File: config.mk
export PLATFORM = sky130hd
export DESIGN_NAME = hwag_div_arbiter
export DESIGN_NICKNAME = d
export VERILOG_FILES = /design/src/rtl/hwag_math_pkg.sv /design/src/rtl/hwag_rr_picker.sv /design/src/rtl/hwag_div_arbiter.sv
export SDC_FILE = /design/constraint.sdc
export NUM_CORES = 1
export LEC_CHECK = 0
export CORE_AREA = 2 2 139 141
export CTS_CLUSTER_SIZE = 12
export DETAILED_ROUTE_END_ITERATION = 12
export DIE_AREA = 0 0 141 143
export HOLD_SLACK_MARGIN = 0.12
export PLACE_DENSITY = 0.76
export SLEW_MARGIN = 20
export SYNTH_ARGS = -nofsm -noshare
export SYNTH_HDL_FRONTEND = slang
export SYNTH_SLANG_ARGS = --single-unit
export TNS_END_PERCENT = 50
File: constraint.sdc
create_clock -name clk -period 6.4 [get_ports clk]
set_clock_uncertainty 0.15 [all_clocks]
set_input_delay 1.28 -clock clk [delete_from_list [all_inputs] [get_ports clk]]
set_output_delay 1.28 -clock clk [all_outputs]
set_load 0.005 [all_outputs]
File: src/rtl/hwag_math_pkg.sv
// -----------------------------------------------------------------------------
// hwag_math_pkg
// Shared definitions for the HWAG divider arbiter:
//   - div_state_t       : sequencer states (IDLE, LOAD, RUN, DONE)
//   - DEFAULT_WIDTH     : default operand/result width
//   - DIV_ZERO_QUOTIENT : all-ones quotient reported for a zero divisor.
//                         It is wide enough for any WIDTH up to MAX_WIDTH.
//                         Users take the low WIDTH bits.
// -----------------------------------------------------------------------------
package hwag_math_pkg;

    localparam int DEFAULT_WIDTH = 24;
    localparam int MAX_WIDTH     = 64;

    localparam logic [MAX_WIDTH-1:0] DIV_ZERO_QUOTIENT = '1;

    typedef enum logic [1:0] {
        ST_IDLE = 2'd0,
        ST_LOAD = 2'd1,
        ST_RUN  = 2'd2,
        ST_DONE = 2'd3
    } div_state_t;

endpackage

File: src/rtl/hwag_rr_picker.sv
// -----------------------------------------------------------------------------
// hwag_rr_picker
// Combinational round-robin selector. The winner is the first set req bit
// found by scanning upward from last+1, wrapping modulo REQ_N.
// Ports:
//   req         in  REQ_N  : request levels
//   last        in  IDX_W  : index of the previously served requester
//   grant_valid out 1      : at least one request is pending
//   grant_idx   out IDX_W  : winning requester (0 when grant_valid is low)
// -----------------------------------------------------------------------------
module hwag_rr_picker
    import hwag_math_pkg::*;
#(
    parameter int REQ_N = 4,
    parameter int IDX_W = $clog2(REQ_N)
) (
    input  logic [REQ_N-1:0] req,
    input  logic [IDX_W-1:0] last,
    output logic             grant_valid,
    output logic [IDX_W-1:0] grant_idx
);

    // cand[k] is the requester checked at scan position k (k = 0 is last+1).
    logic [IDX_W-1:0] cand [REQ_N];
    logic [REQ_N-1:0] hit;

    genvar gi;
    generate
        for (gi = 0; gi < REQ_N; gi++) begin : g_cand
            assign cand[gi] = IDX_W'((32'(last) + gi + 1) % REQ_N);
            assign hit[gi]  = req[cand[gi]];
        end
    endgenerate

    // Scan from the far end downward so that the nearest hit wins.
    always_comb begin
        grant_valid = 1'b0;
        grant_idx   = '0;
        for (int k = REQ_N - 1; k >= 0; k--) begin
            if (hit[k]) begin
                grant_valid = 1'b1;
                grant_idx   = cand[k];
            end
        end
    end

endmodule

File: src/rtl/hwag_div_arbiter.sv
// -----------------------------------------------------------------------------
// hwag_div_arbiter
// Shares one iterative divider among REQ_N HWAG requesters. The block performs
// round-robin arbitration and latches the winner's operands. It then sequences
// the divider (LOAD with start low, RUN with start high until rdy). Results are
// returned with a one-cycle one-hot ack.
//
// Optional feature (macro HWAG_DIV_ARB_TIMEOUT_EN):
//   defined   -> a RUN watchdog aborts after TIMEOUT cycles without div_rdy.
//                The abort completes with err=1 and quotient=remainder=0.
//   undefined -> no watchdog. err is tied 0, and RUN waits for div_rdy.
//
// Ports:
//   clk, rst                  : clock, asynchronous active-high reset
//   req[REQ_N]                : request levels (held until ack)
//   dividend_in, divider_in   : packed operands; requester i uses
//                               bits [i*WIDTH +: WIDTH]
//   ack[REQ_N]                : one-hot result-valid pulse
//   quotient, remainder       : registered results, held between acks
//   dz, err                   : divide-by-zero / watchdog-abort flags
//   busy                      : high outside IDLE
//   grant_id                  : current or last granted requester
//   div_start, div_dividend,
//   div_divider               : to the shared divider
//   div_result, div_remainder,
//   div_rdy                   : from the shared divider
// -----------------------------------------------------------------------------
module hwag_div_arbiter
    import hwag_math_pkg::*;
#(
    parameter int WIDTH   = DEFAULT_WIDTH,
    parameter int REQ_N   = 4,
    parameter int TIMEOUT = 2 * WIDTH
) (
    input  logic                       clk,
    input  logic                       rst,
    input  logic [REQ_N-1:0]           req,
    input  logic [REQ_N*WIDTH-1:0]     dividend_in,
    input  logic [REQ_N*WIDTH-1:0]     divider_in,
    output logic [REQ_N-1:0]           ack,
    output logic [WIDTH-1:0]           quotient,
    output logic [WIDTH-1:0]           remainder,
    output logic                       dz,
    output logic                       err,
    output logic                       busy,
    output logic [$clog2(REQ_N)-1:0]   grant_id,
    output logic                       div_start,
    output logic [WIDTH-1:0]           div_dividend,
    output logic [WIDTH-1:0]           div_divider,
    input  logic [WIDTH-1:0]           div_result,
    input  logic [WIDTH-1:0]           div_remainder,
    input  logic                       div_rdy
);

    localparam int IDX_W = $clog2(REQ_N);

    div_state_t       state_reg;
    logic [IDX_W-1:0] last_reg;
    logic [WIDTH-1:0] dividend_reg;
    logic [WIDTH-1:0] divider_reg;

    logic             grant_valid;
    logic [IDX_W-1:0] grant_idx;

    // Unpack the requester operand buses so the winner can be indexed directly.
    logic [WIDTH-1:0] dividend_arr [REQ_N];
    logic [WIDTH-1:0] divider_arr  [REQ_N];

    genvar gi;
    generate
        for (gi = 0; gi < REQ_N; gi++) begin : g_unpack
            assign dividend_arr[gi] = dividend_in[gi*WIDTH +: WIDTH];
            assign divider_arr[gi]  = divider_in[gi*WIDTH +: WIDTH];
        end
    endgenerate

    hwag_rr_picker #(
        .REQ_N (REQ_N),
        .IDX_W (IDX_W)
    ) u_picker (
        .req         (req),
        .last        (last_reg),
        .grant_valid (grant_valid),
        .grant_idx   (grant_idx)
    );

    // The divider always sees the latched operands. Requester buses are free
    // to change once the grant has been taken.
    assign div_dividend = dividend_reg;
    assign div_divider  = divider_reg;

`ifdef HWAG_DIV_ARB_TIMEOUT_EN
    localparam int CNT_W = ($clog2(TIMEOUT + 1) > 8) ? $clog2(TIMEOUT + 1) : 8;
    logic [CNT_W-1:0] run_cnt_reg;
    logic             err_reg;
    assign err = err_reg;
`else
    logic timeout_unused;
    assign timeout_unused = (TIMEOUT > 0);
    assign err = 1'b0;
`endif

    always_ff @(posedge clk or posedge rst) begin
        if (rst) begin
            state_reg    <= ST_IDLE;
            last_reg     <= IDX_W'(REQ_N - 1);
            grant_id     <= '0;
            dividend_reg <= '0;
            divider_reg  <= '0;
            ack          <= '0;
            quotient     <= '0;
            remainder    <= '0;
            dz           <= 1'b0;
            busy         <= 1'b0;
            div_start    <= 1'b0;
`ifdef HWAG_DIV_ARB_TIMEOUT_EN
            err_reg      <= 1'b0;
            run_cnt_reg  <= '0;
`endif
        end else begin
            // ack is a single-cycle pulse. It is only set on the edge into DONE.
            ack <= '0;
            case (state_reg)
                ST_IDLE: begin
                    if (grant_valid) begin
                        state_reg    <= ST_LOAD;
                        grant_id     <= grant_idx;
                        dividend_reg <= dividend_arr[grant_idx];
                        divider_reg  <= divider_arr[grant_idx];
                        busy         <= 1'b1;
                    end
                end

                ST_LOAD: begin
                    if (divider_reg == '0) begin
                        // A zero divisor skips the datapath entirely.
                        state_reg <= ST_DONE;
                        quotient  <= DIV_ZERO_QUOTIENT[WIDTH-1:0];
                        remainder <= dividend_reg;
                        dz        <= 1'b1;
`ifdef HWAG_DIV_ARB_TIMEOUT_EN
                        err_reg   <= 1'b0;
`endif
                        ack       <= REQ_N'(1) << grant_id;
                    end else begin
                        state_reg <= ST_RUN;
                        div_start <= 1'b1;
`ifdef HWAG_DIV_ARB_TIMEOUT_EN
                        run_cnt_reg <= '0;
`endif
                    end
                end

                ST_RUN: begin
                    if (div_rdy) begin
                        state_reg <= ST_DONE;
                        div_start <= 1'b0;
                        quotient  <= div_result;
                        remainder <= div_remainder;
                        dz        <= 1'b0;
`ifdef HWAG_DIV_ARB_TIMEOUT_EN
                        err_reg   <= 1'b0;
`endif
                        ack       <= REQ_N'(1) << grant_id;
                    end
`ifdef HWAG_DIV_ARB_TIMEOUT_EN
                    // The counter is 0 in the first RUN cycle. It therefore
                    // equals TIMEOUT-1 in the TIMEOUT-th RUN cycle.
                    else if (run_cnt_reg == CNT_W'(TIMEOUT - 1)) begin
                        state_reg <= ST_DONE;
                        div_start <= 1'b0;
                        quotient  <= '0;
                        remainder <= '0;
                        dz        <= 1'b0;
                        err_reg   <= 1'b1;
                        ack       <= REQ_N'(1) << grant_id;
                    end else begin
                        run_cnt_reg <= run_cnt_reg + 1'b1;
                    end
`endif
                end

                ST_DONE: begin
                    state_reg <= ST_IDLE;
                    busy      <= 1'b0;
                    last_reg  <= grant_id;
                end

                default: begin
                    state_reg <= ST_IDLE;
                end
            endcase
        end
    end

endmodule
==> impl_metrics.csv, run 1 <==
group,metric,value,unit
worst_setup_path,critPathMaxStageDelay,0.92,ns
worst_setup_path,criticalPathCategory,"in -> reg",
clocking,worstSkewPairLatency,0.35,ns
logic_synthesis,syn_avg_cell_area,11.5,sq um
logic_synthesis,ys_ff_latch,109,
clocking,path_clk_slew,0.07,ns
logic_synthesis,synth_top_family_by_area,"multiplexers",
final_layout,multi_input_area,3100,sq um
timing,report.final.slew_viol_count,0,
placed_design,port_buffers,351,
hold_path,hold_start,"remainder[22]$_DFFE_PP0P_",
pwr,powerDensity,415,nW/um^2
placed_design,hpwl,16500,um
floorplanning,die_x,141,um
timing,finalSetupViolCount,0,
timing,timing.final.ws_setup,2.33,ns
clocking,clockBufferDepth,2,
route,drc,0,
worst_setup_path,crit_path_start,"req[1]",
logic_synthesis,yosysTopAreaCell,"dfrtp_1",
route,dr.pass1.iters,4,
logic_synthesis,ys.flop_type,"dfrtp_1",
route,ant_nets,0,
clocking,cts_buffers,9,
final_layout,drive_above_1_share,11.3,%
job,drv_cap,0,
worst_setup_path,cp-start-kind,"input pin",
logic_synthesis,synthSimpleGateAreaFrac,8.34,%
timing,hold_slack,0.360,ns
floorplanning,die_area,20200,sq um
worst_setup_path,critical_path.slowest_cell,"or2_2",
final_layout,fillers,1660,
timing,min_period,4.07,ns
floorplanning,io_pins,353,
worst_setup_path,ff2ff_path_depth,5,
worst_setup_path,worstPathRequired,6.42,ns
logic_synthesis,synth_fp_nets,787,
timing,rsz0062_at_grt,"no",
logic_synthesis,synthTopCellsByArea,"dfrtp_1 (44%), mux2i_1 (16%), o221ai_1 (7.0%)",
floorplanning,initial_core_util,33.0,%
timing,post-route-period-util,63.5,%
logic_synthesis,async_flop_share,100,%
clocking,root_buffer,"clkbuf_16",
logic_synthesis,yosys-mux-area-fraction,25.9,%
timing,hold_violations,0,
clocking,tritoncts,"yes",
hold_path,hold_class,"reg -> reg",
placed_design,post-place-ws,1.91,ns
logic_synthesis,ys_seq_area_share,44.5,%
worst_setup_path,worstPathArrival,4.08,ns
floorplanning,coreArea,18600,sq um
final_layout,layout_commonest_cell,"clkdlybuf4s50_1",
final_layout,regArea,2730,sq um
route,vias_per_cell,5.17,
worst_setup_path,cp_num_buf_inv,2,
global_route,gr-usage-all-layers,21.1,%
timing,worst_pin_slew,1.10,ns
route,drtIter0Drc,218,
worst_setup_path,path_cells,"clkdlybuf4s50_1, nor4_2, nand2b_2, buf_4, or2_2, o221ai_1",
final_layout,area_growth,62.8,%
worst_setup_path,worst_path_dominant_cell_family,"simple AND/OR/NAND/NOR gates",
logic_synthesis,synth_compound_area_share,15.0,%
final_layout,n_antenna_cell,0,
logic_synthesis,synth_xor_area_share,0,%
logic_synthesis,netlist.area_leader.share,43.6,%
floorplanning,die_y,143,um
logic_synthesis,syn_area,6130,sq um
route,wl,21800,um
final_layout,stdcell_count,1095,
worst_setup_path,crit_fanout,51,
pwr,peakVddDrop,0.213,mV
logic_synthesis,synth_warnings,0,
global_route,grt_pass1_wl,32800,um
logic_synthesis,syn_inst,535,
global_route,grt_overflow,0,
final_layout,layout_common_cells,"clkdlybuf4s50_1 (351), dfrtp_1 (107), mux2i_1 (96)",
placed_design,place.gp.congestion,0.801,
clocking,cts_resized,0,
route,avgRoutedWirePerCell,19.9,um
global_route,grt_pass1_vias,5791,
worst_setup_path,path_depth,6,
timing,slew_headroom,27.0,%
global_route,antenna_found_initial,0,
placed_design,dpl.cell_count,1080,
logic_synthesis,synthAdderAreaFrac,1.02,%
clocking,post_cts_buffers,0,
clocking,numClockSinks,109,
clocking,h-tree-depth,3,
pwr,p_leak,4.12,nW
hold_path,hold_depth,1,
floorplanning,std_cell_rows,50,
timing,setup_tns,0,ns
worst_setup_path,crit_path_end_kind,"flip-flop",
final_layout,layout.nets,1109,
run_status,status,"completed",
route,dr_total_vias,5660,
logic_synthesis,synth_edf_count,0,
logic_synthesis,synth_cell_type_count,39,
clocking,ctsHoldBuffers,0,
global_route,grt_max_degree,80,
worst_setup_path,regToRegStartpoint,"div_divider[21]$_DFFE_PP0P_",
timing,fmax,0.246,GHz
-- cells by family after synthesis --
group	count (synthesis)
muxes	145
AOI/OAI and AO/OA	116
DFF	109
and+or+nand+nor	105
buffers and inverters	54
adders and majority gates	5
other	1
-- final timing paths --
check / end / slack, ns
worst max-delay path: div_dividend[16]$_DFFE_PP0P_ / 2.33
worst min-delay path: remainder[22]$_DFFE_PP0P_ / 0.36
worst max register to register: remainder[21]$_DFFE_PP0P_ / 3.48
worst min register to register: remainder[22]$_DFFE_PP0P_ / 0.36
max in group asynchronous: div_dividend[14]$_DFFE_PP0P_ / 3.66
min in group asynchronous: remainder[13]$_DFFE_PP0P_ / 1.34
-- metal layers --
| metal | global-route usage [%] | vias to the layer above | routed length [um] |
|---|---|---|---|
| li1 | - | 2655 | - |
| met1 | 26.9 | 2697 | 8780 |
| met2 | 35.4 | 277 | 10900 |
| met3 | 4.46 | 31 | 1560 |
| met4 | 7.53 | 0 | 510 |
| met5 | 0 | - | 0 |
-- cells in the mapped netlist (all sizes together) (7+ instances only) --
cell and n:
or2 18, nor3 10, o31ai 16, mux2 49
buf 29, o21ai 13, dfrtp 107, clkbuf 16
nor4 7, inv 9, o221ai 49, a2bb2oi 16
nand2 55, mux2i 96
-- layout make-up --
class | count | area share [%]
Timing Repair Buffer | 356 | 35.7
Multi-Input combinational cell | 372 | 31.0
Sequential cell | 109 | 27.3
Tap cell | 234 | 2.93
Clock buffer | 12 | 2.47
Inverter | 9 | 0.363
Clock inverter | 3 | 0.225
-- report_power, final --
group / total (mW) / internal (mW) / switching, mW
clock: 0.533 / 0.274 / 0.259
combinational: 2.34 / 1.35 / 0.993
sequential: 1.27 / 1.01 / 0.256
-- through the flow --
stage          power [mW]  area [sq um]  utilization [%]
2_1_floorplan        2.61          6130                -
3_3_place_gp         3.58          9720             52.3
3_5_place_dp         3.64          9720             52.3
4_1_cts              4.19          9990             53.8
5_1_grt              4.40          9990             53.8
6_report             4.14          9990             53.8
-- worst reg2reg max path: cells and delay by family (launching register included) --
family             cells  cell delay [ns]
and+or+nand+nor        3             1.48
muxes                  1             0.43
DFF                    1             0.42
AOI/OAI and AO/OA      1             0.33
Power figures use the tool's default switching activity.
==> inputs of run 2 (changes only) <==
Settings changed: CORE_AREA 2 2 139 141 to unset, CORE_MARGIN set to 2, CORE_UTILIZATION set to 35, DIE_AREA 0 0 141 143 to unset, PLACE_DENSITY 0.76 to 0.83.
Clock period 6.4 ns to 3.65 ns, I/O delays scaled along.
==> impl_metrics.csv, run 2 (same netlist as run 1, synthesis figures left out) <==
group,metric,value,unit
worst_setup_path,worstPathRequired,3.74,ns
global_route,grt_pass1_wl,32800,um
timing,worst_pin_slew,1.03,ns
pwr,peakVddDrop,0.418,mV
floorplanning,std_cell_rows,48,
timing,fmax,0.347,GHz
route,drtIter0Drc,355,
worst_setup_path,criticalPathCategory,"reg -> reg",
timing,report.final.slew_viol_count,0,
global_route,antenna_found_initial,1,
timing,finalSetupViolCount,0,
clocking,numClockSinks,109,
global_route,grt_max_degree,110,
worst_setup_path,cp-start-kind,"flip-flop",
timing,post-route-period-util,79.1,%
pwr,clockPowerShare,13.1,%
route,dr.pass1.iters,4,
clocking,cts_buffers,9,
clocking,worstSkewPairLatency,0.35,ns
timing,rsz0062_at_grt,"no",
pwr,powerDensity,732,nW/um^2
route,wl,22200,um
timing,setup_tns,0,ns
final_layout,final_cell_area,10100,sq um
final_layout,drive_above_1_share,12.7,%
final_layout,layout_common_cells,"clkdlybuf4s50_1 (351), dfrtp_1 (107), mux2i_1 (96)",
pwr,power_frac_seq,29.9,%
floorplanning,initial_core_util,35.6,%
clocking,h-tree-depth,3,
route,drc,0,
pwr,power.internal,4.73,mW
route,vias_per_cell,5.27,
floorplanning,die_y,136,um
global_route,grt_overflow,0,
route,avgRoutedWirePerCell,20.2,um
placed_design,port_buffers,351,
final_layout,layout_commonest_cell,"clkdlybuf4s50_1",
placed_design,placed_area,9850,sq um
hold_path,hold_class,"reg -> reg",
timing,slew_headroom,31.5,%
floorplanning,coreArea,17200,sq um
pwr,p_sw,2.69,mW
final_layout,fillers,1453,
run_status,status,"completed",
pwr,power.total,7.42,mW
job,drv_cap,0,
worst_setup_path,crit_fanout,26,
floorplanning,die_area,18600,sq um
clocking,cts_resized,0,
global_route,grt_pass1_vias,6003,
clocking,root_buffer,"clkbuf_16",
pwr,p_sw_share,36.2,%
global_route,gr-usage-all-layers,23.2,%
final_layout,layout.nets,1121,
floorplanning,die_x,136,um
pwr,comb_power_share,57.0,%
clocking,post_cts_buffers,0,
clocking,tritoncts,"yes",
route,ant_nets,0,
worst_setup_path,worstPathArrival,2.97,ns
placed_design,place.gp.congestion,0.855,
placed_design,hpwl,16500,um
final_layout,area_growth,65.3,%
clocking,ctsHoldBuffers,0,
route,dr_total_vias,5801,
pwr,p_leak,4.20,nW
clocking,clockBufferDepth,2,
worst_setup_path,crit_path_end_kind,"flip-flop",
timing,min_period,2.89,ns
clocking,path_clk_slew,0.07,ns
timing,hold_violations,0,
floorplanning,io_pins,353,
[run 2: path summary, 6_finish.rpt]
check	cells after the start	to	startpoint	slack, ns
max	5	quotient[23]$_DFFE_PP0P_	div_divider[21]$_DFFE_PP0P_	0.76
min	1	remainder[20]$_DFFE_PP0P_	remainder[20]$_DFFE_PP0P_	0.36
max reg2reg	5	quotient[23]$_DFFE_PP0P_	div_divider[21]$_DFFE_PP0P_	0.76
min reg2reg	1	remainder[20]$_DFFE_PP0P_	remainder[20]$_DFFE_PP0P_	0.36
max in group asynchronous	3	div_divider[15]$_DFFE_PP0P_	rst	2.15
min in group asynchronous	3	div_dividend[19]$_DFFE_PP0P_	rst	0.76
[run 2: area by class of cell]
class / count / area (sq um) / share of cell area [%]
timing repair buffer: 368 / 3700 / 36.5
multi-input combinational: 372 / 3100 / 30.5
sequential: 109 / 2730 / 26.9
tap: 225 / 282 / 2.78
clock buffer: 12 / 256 / 2.53
inverter: 9 / 37.5 / 0.370
clock inverter: 4 / 30.0 / 0.296
antenna: 1 / 2.50 / 0.0247
[run 2: layer usage]
metal / global-route usage, % / wire length (um) / part of all wire (%)
met1: 27.9 / 8670 / 39
met2: 40.4 / 11200 / 51
met3: 5.29 / 1760 / 7.9
met4: 8.68 / 532 / 2.4
met5: 0 / 0 / 0
[run 2: per-stage QoR]
| step | setup slack, ns | cells | hold slack (ns) | util (%) |
|---|---|---|---|---|
| 2_1_floorplan | 1.46 | 535 | 0.334 | - |
| 6_report | 0.764 | 1100 | 0.356 | 58.8 |
| 3_5_place_dp | 0.595 | 1083 | 0.344 | 57.1 |
| 5_1_grt | 0.632 | 1100 | 0.381 | 58.8 |
| 4_1_cts | 0.818 | 1099 | 0.362 | 58.8 |
| 3_3_place_gp | 0.690 | 1083 | 0.338 | 57.1 |
[run 2: critical path, cell delays in order (launching register included)]
cell	delay, ns
dfrtp_1	0.45
nor4_1	0.59
nand4_1	0.36
o21a_1	0.63
o32a_1	0.49
o21a_1	0.10
[run 2: power by group through the flow]
stage	combinational (mW)	clock (mW)	sequential (mW)
after floorplan	2.40	0	2.17
after global placement	4.18	0	2.21
after detailed placement	4.26	0	2.23
after CTS	4.27	1.00	2.22
after global routing	4.55	1.04	2.29
final	4.23	0.972	2.22
